===== src/rtl/alu_seq_pkg.sv =====
// +----------------------------------------------------------------------+
// | alu_seq_pkg : shared types and constant table for alu_sequencer       |
// | Rev 1.0                                                               |
// +----------------------------------------------------------------------+
`default_nettype none

package alu_seq_pkg;

    typedef enum logic [2:0] {
        OP_ADD  = 3'd0,
        OP_SUB  = 3'd1,
        OP_NAND = 3'd2,
        OP_NOR  = 3'd3,
        OP_XOR  = 3'd4
    } alu_op_t;

    typedef enum logic [1:0] {
        S_IDLE = 2'd0,
        S_RUN  = 2'd1,
        S_DONE = 2'd2
    } seq_state_t;

    typedef struct packed {
        alu_op_t    op;
        logic [1:0] csel;
    } prog_entry_t;

    function automatic logic [7:0] const_of(input logic [1:0] csel);
        case (csel)
            2'd0:    const_of = 8'd1;
            2'd1:    const_of = 8'd3;
            2'd2:    const_of = 8'd5;
            default: const_of = 8'd7;
        endcase
    endfunction

endpackage

`default_nettype wire


===== src/rtl/alu_const_unit.sv =====
// +----------------------------------------------------------------------+
// | alu_const_unit : combinational 8-bit ALU against a selected constant  |
// | Rev 1.0                                                               |
// +----------------------------------------------------------------------+
`default_nettype none

module alu_const_unit
    import alu_seq_pkg::*;
(
    input  logic [7:0] a,
    input  alu_op_t    op,
    input  logic [1:0] csel,
    output logic [7:0] y,
    output logic       zero,
    output logic       invalid
);

    logic [7:0] k;

    always_comb begin
        k       = const_of(csel);
        y       = 8'h00;
        invalid = 1'b0;
        case (op)
            OP_ADD:  y = a + k;
            OP_SUB:  y = a - k;
            OP_NAND: y = ~(a & k);
            OP_NOR:  y = ~(a | k);
            OP_XOR:  y = a ^ k;
            // Undefined opcodes force a zero result and raise invalid
            default: invalid = 1'b1;
        endcase
    end

    assign zero = (y == 8'h00);

endmodule

`default_nettype wire


===== src/rtl/alu_sequencer.sv =====
// +----------------------------------------------------------------------+
// | alu_sequencer : runs a stored (op, csel) program through the ALU      |
// |                 with the result fed back as an accumulator.           |
// | Option macro  : ALU_SEQ_EARLY_STOP_EN (stop on a zero step result)    |
// | Rev 1.0                                                               |
// +----------------------------------------------------------------------+
`default_nettype none

module alu_sequencer
    import alu_seq_pkg::*;
#(
    parameter int DEPTH = 8,
    parameter int AW    = $clog2(DEPTH)
) (
    input  logic          clk,
    input  logic          reset,
    input  logic          prog_we,
    input  logic [AW-1:0] prog_addr,
    input  logic [2:0]    prog_op,
    input  logic [1:0]    prog_csel,
    input  logic [AW:0]   prog_len,
    input  logic          start,
    input  logic [7:0]    load_value,
    output logic          busy,
    output logic          done,
    output logic [7:0]    result,
    output logic          status,
    output logic [AW:0]   step_cnt,
    output logic          err
);

    localparam logic [AW:0]   LEN_MAX = (AW+1)'(DEPTH);
    localparam logic [AW:0]   CNT_ONE = (AW+1)'(1);
    localparam logic [AW-1:0] PC_ONE  = AW'(1);

    seq_state_t    state_q, state_d;
    logic [7:0]    acc_q,   acc_d;
    logic [AW-1:0] pc_q,    pc_d;
    logic [AW:0]   step_q,  step_d;
    logic [AW:0]   len_q,   len_d;
    logic          err_q,   err_d;

    prog_entry_t   mem_q [DEPTH];
    prog_entry_t   cur;
    logic [7:0]    alu_y;
    logic          alu_zero;
    logic          alu_invalid;
    logic          early_stop;
    logic [AW:0]   len_clip;

    // Program store has no reset; only runs lock it out
    always_ff @(posedge clk) begin
        if (prog_we && (state_q != S_RUN)) begin
            mem_q[prog_addr] <= '{op: alu_op_t'(prog_op), csel: prog_csel};
        end
    end

    assign cur = mem_q[pc_q];

    alu_const_unit u_alu (
        .a       (acc_q),
        .op      (cur.op),
        .csel    (cur.csel),
        .y       (alu_y),
        .zero    (alu_zero),
        .invalid (alu_invalid)
    );

`ifdef ALU_SEQ_EARLY_STOP_EN
    assign early_stop = alu_zero;
`else
    logic unused_zero;
    assign early_stop  = 1'b0;
    assign unused_zero = alu_zero;
`endif

    assign len_clip = (prog_len > LEN_MAX) ? LEN_MAX : prog_len;

    always_comb begin
        state_d = state_q;
        acc_d   = acc_q;
        pc_d    = pc_q;
        step_d  = step_q;
        len_d   = len_q;
        err_d   = err_q;
        case (state_q)
            S_IDLE: begin
                if (start) begin
                    acc_d   = load_value;
                    pc_d    = '0;
                    step_d  = '0;
                    err_d   = 1'b0;
                    len_d   = len_clip;
                    state_d = (len_clip == '0) ? S_DONE : S_RUN;
                end
            end
            S_RUN: begin
                acc_d  = alu_y;
                pc_d   = pc_q + PC_ONE;
                step_d = step_q + CNT_ONE;
                if (alu_invalid) begin
                    err_d = 1'b1;
                end
                if (({1'b0, pc_q} == (len_q - CNT_ONE)) || early_stop) begin
                    state_d = S_DONE;
                end
            end
            S_DONE:  state_d = S_IDLE;
            default: state_d = S_IDLE;
        endcase
    end

    always_ff @(posedge clk or posedge reset) begin
        if (reset) begin
            state_q <= S_IDLE;
            acc_q   <= 8'h00;
            pc_q    <= '0;
            step_q  <= '0;
            len_q   <= '0;
            err_q   <= 1'b0;
        end else begin
            state_q <= state_d;
            acc_q   <= acc_d;
            pc_q    <= pc_d;
            step_q  <= step_d;
            len_q   <= len_d;
            err_q   <= err_d;
        end
    end

    assign busy     = (state_q != S_IDLE);
    assign done     = (state_q == S_DONE);
    assign result   = acc_q;
    assign status   = (acc_q == 8'h00);
    assign step_cnt = step_q;
    assign err      = err_q;

endmodule

`default_nettype wire


===== config.mk =====
export PLATFORM = sky130hd
export DESIGN_NAME = alu_sequencer
export DESIGN_NICKNAME = d
export VERILOG_FILES = /design/src/rtl/alu_seq_pkg.sv /design/src/rtl/alu_const_unit.sv /design/src/rtl/alu_sequencer.sv
export SDC_FILE = /design/constraint.sdc
export NUM_CORES = 1
export LEC_CHECK = 0
export ABC_AREA = 1
export CORE_MARGIN = 4
export CORE_UTILIZATION = 56
export CTS_CLUSTER_SIZE = 40
export DETAILED_ROUTE_END_ITERATION = 7
export PLACE_DENSITY = 0.8
export SETUP_SLACK_MARGIN = 0.05
export SYNTH_ARGS = -nofsm -noshare
export SYNTH_HDL_FRONTEND = slang
export SYNTH_SLANG_ARGS = --single-unit

===== constraint.sdc =====
create_clock -name clk -period 3 [get_ports clk]
set_input_delay 0.75 -clock clk [delete_from_list [all_inputs] [get_ports clk]]
set_output_delay 0.75 -clock clk [all_outputs]
set_load 0.05 [all_outputs]

==> impl_metrics.py <==
metrics = {
    "outcome": {
        "status": "finished, final reports clean",
    },
    "placed_design": {
        "dpl.hpwl_um": 5480,
        "place.gp.congestion": 0.918,
        "place_ws_ns": 0.108,
        "io_buffer_count": 39,
    },
    "cts": {
        "numCtsBuffers": 9,
        "cts_num_sinks": 62,
        "cts_tree": "yes",
        "ctsRootBufferMaster": "clkbuf_8",
        "clk_path_buf_depth": 2,
        "clock_latency_ns": 0.34,
        "htreeDepth": 3,
        "clk_pin_slew_worst_paths_ns": 0.07,
    },
    "flow_run": {
        "max_cap_violations": 0,
    },
    "floorplan": {
        "core_um2": 5640,
        "ios": 40,
        "die_y_um": 85.3,
        "start_util_pct": 59.3,
        "die_w_um": 85.3,
        "fp.dieArea_um2": 7270,
        "rows": 27,
    },
    "cells_and_area": {
        "nets": 458,
        "syn_to_final_growth_pct": 22.1,
        "multi_input_area_um2": 1350,
        "seqCellArea_um2": 1750,
        "final_util_pct": 72.3,
        "nFillCells": 400,
        "drive_above_1_share_pct": 12.7,
        "antenna_cells": 0,
    },
    "hold_path": {
        "hp-start": "err$_DFFE_PP0P_",
        "holdPathStages": 1,
        "hp-class": "reg -> reg",
        "min_to": "err$_DFFE_PP0P_",
    },
    "logic_synthesis": {
        "netlist_top_cells_count": "nand2_1, inv_1, edfxtp_1",
        "synth_cell_types": 38,
        "yosys_warnings": 0,
        "synth.largest_area_cell": "edfxtp_1",
        "synthFlopType": "edfxtp_1",
        "synthArstFlopShare_pct": 35.5,
        "syn_avg_cell_area_um2": 9.16,
        "synth-edff-count": 40,
        "yosysMostFrequentCell": "nand2_1",
        "synth_area_leaders": "edfxtp_1, dfrtp_1, nand2_1",
        "synth_cells": 365,
        "synth_top_area_share_pct": 35.9,
        "synth-seq-area-share_pct": 52.4,
        "syn_nets": 403,
        "synth-seq-cells": 62,
        "netlist_area_um2": 3340,
    },
    "grt": {
        "grt_antenna_before_repair": 0,
        "gr-usage-all-layers_pct": 21.3,
        "global_route.overflow_total": 0,
        "grt_first_pass_wirelength_um": 12200,
        "grt_max_degree": 23,
        "grt_pass1_vias": 2586,
    },
    "critical_path": {
        "r2r_cells": 18,
        "crit_type": "reg -> out",
        "r2r-start": "pc_q[0]$_DFFE_PP0P_",
        "required_ns": 2.25,
        "regToRegEndpoint": "result[6]$_DFFE_PP0P_",
        "cp-end-kind": "output port",
        "worst-endpoint-arrival_ns": 2.06,
        "crit_fanout": 5,
        "start_kind": "flip-flop",
        "r2r_slack_ns": 0.22,
    },
    "timing": {
        "rsz0062_at_grt": "false",
        "maxSlewViolCount": 0,
        "relSlewSlack_pct": 39.6,
        "hold_viol": 0,
        "finalCriticalPeriod_ns": 2.81,
        "setup_viol": 0,
        "clock_skew_ns": 0.00843,
        "setup_slack_ns": 0.187,
        "tightest_slew_ns": 0.905,
        "min_period_over_period_pct": 93.8,
        "fmax_ghz": 0.355,
        "finalSetupTns_ns": 0,
    },
    "pwr": {
        "p_total_w": 0.00492,
        "ir_drop_mv": 0.829,
        "leakage_nw": 1.77,
        "power_density_nw_per_um2": 1200,
    },
    "drt": {
        "drtPass1Iterations": 5,
        "vias": 2783,
        "wirelength_um": 7690,
        "ant_nets": 0,
        "avgRoutedWirePerCell_um": 15.5,
        "drcViolationCount": 0,
        "first_iter_violations": 317,
        "vias_per_cell": 5.60,
    },
}
## registers in the layout, indices dropped and copies added, names as in the netlist
name / cells
state_q: 2
result: 8
len_q: 4
step_cnt: 4
pc_q: 3
mem_q: 40
err: 1
## logic make-up after synthesis
| group | share of synthesized area, % |
|---|---|
| adders and majority gates | 5.46 |
| AOI/OAI and AO/OA | 11.8 |
| DFF | 52.4 |
| and+or+nand+nor | 19.8 |
| buffers and inverters | 8.42 |
| xor gates and xnor gates | 2.10 |
## metrics by stage
step / cells / hold slack (ns) / area, um^2
2_1_floorplan: 365 / 0.506 / 3340
3_3_place_gp: 474 / 0.494 / 3800
3_5_place_dp: 474 / 0.487 / 3800
4_1_cts: 490 / 0.503 / 3970
5_1_grt: 497 / 0.543 / 4080
6_report: 497 / 0.498 / 4080
## report_power, final
group / leakage, nW / internal [W] / switching [W]
Clock: 0.0801 / 0.000296 / 0.000324
Sequential: 0.629 / 0.00108 / 0.000194
Combinational: 1.06 / 0.00115 / 0.00187
Total: 1.77 / 0.00253 / 0.00239
## layout make-up
type | instances | share of cell area [%]
clock buffers | 10 | 3.13
multi-input cells | 238 | 33.2
clock inverters | 6 | 0.920
well taps | 72 | 2.21
flip-flops and latches | 62 | 42.9
inverters | 57 | 5.49
repair buffers | 52 | 12.1
## placed cells by master, fill, tap and decap left out, types with 2 or more instances in the layout
cell type / n
nand2_2: 4
o22ai_1: 3
inv_6: 2
a21oi_1: 24
a32o_1: 2
ha_1: 13
nand3_1: 17
o21ai_0: 23
nor3b_1: 2
nand3_4: 2
o21ai_1: 6
nor2_1: 32
clkinv_2: 3
nand2_4: 3
nand2_1: 77
buf_4: 12
a22oi_2: 2
nand4_1: 6
clkbuf_8: 9
o211ai_1: 2
dfrtp_1: 21
clkdlybuf4s50_1: 39
a21oi_2: 2
clkinv_1: 2
xor2_1: 2
inv_1: 49
xnor2_1: 4
clkinvlp_4: 3
inv_2: 4
edfxtp_1: 40
## per-layer routing
layer / track usage [%] / vias up / share of wire [%]
met5: 0 / - / 0
met4: 9.06 / 0 / 2.0
met3: 2.91 / 17 / 6.0
met2: 34.0 / 131 / 48
met1: 29.2 / 1303 / 44
li1: - / 1332 / -
## worst max-delay path: stages (launching register included)
cell             delay (ns)
dfrtp_1                0.43
nor3_1                 0.24
nand4_1                0.15
nor2_1                 0.11
clkdlybuf4s50_1        0.80
## how the worst max path moves through the flow
stage	from	endpoint	slack, ns
floorplan	pc_q[0]$_DFFE_PP0P_	result[6]$_DFFE_PP0P_	0.35
global placement	pc_q[0]$_DFFE_PP0P_	result[6]$_DFFE_PP0P_	0.25
detailed placement	pc_q[0]$_DFFE_PP0P_	result[6]$_DFFE_PP0P_	0.11
CTS	pc_q[0]$_DFFE_PP0P_	result[6]$_DFFE_PP0P_	0.09
global route	result[6]$_DFFE_PP0P_	status	0.04
finish	result[7]$_DFFE_PP0P_	status	0.19
## timing repair
action,in CTS,in global routing
hold buffers,0,0
endpoints found under the setup margin,0,5
gates resized for setup,0,18
buffers inserted,0,7
Note: power is estimated with default switching activity, not from simulation.
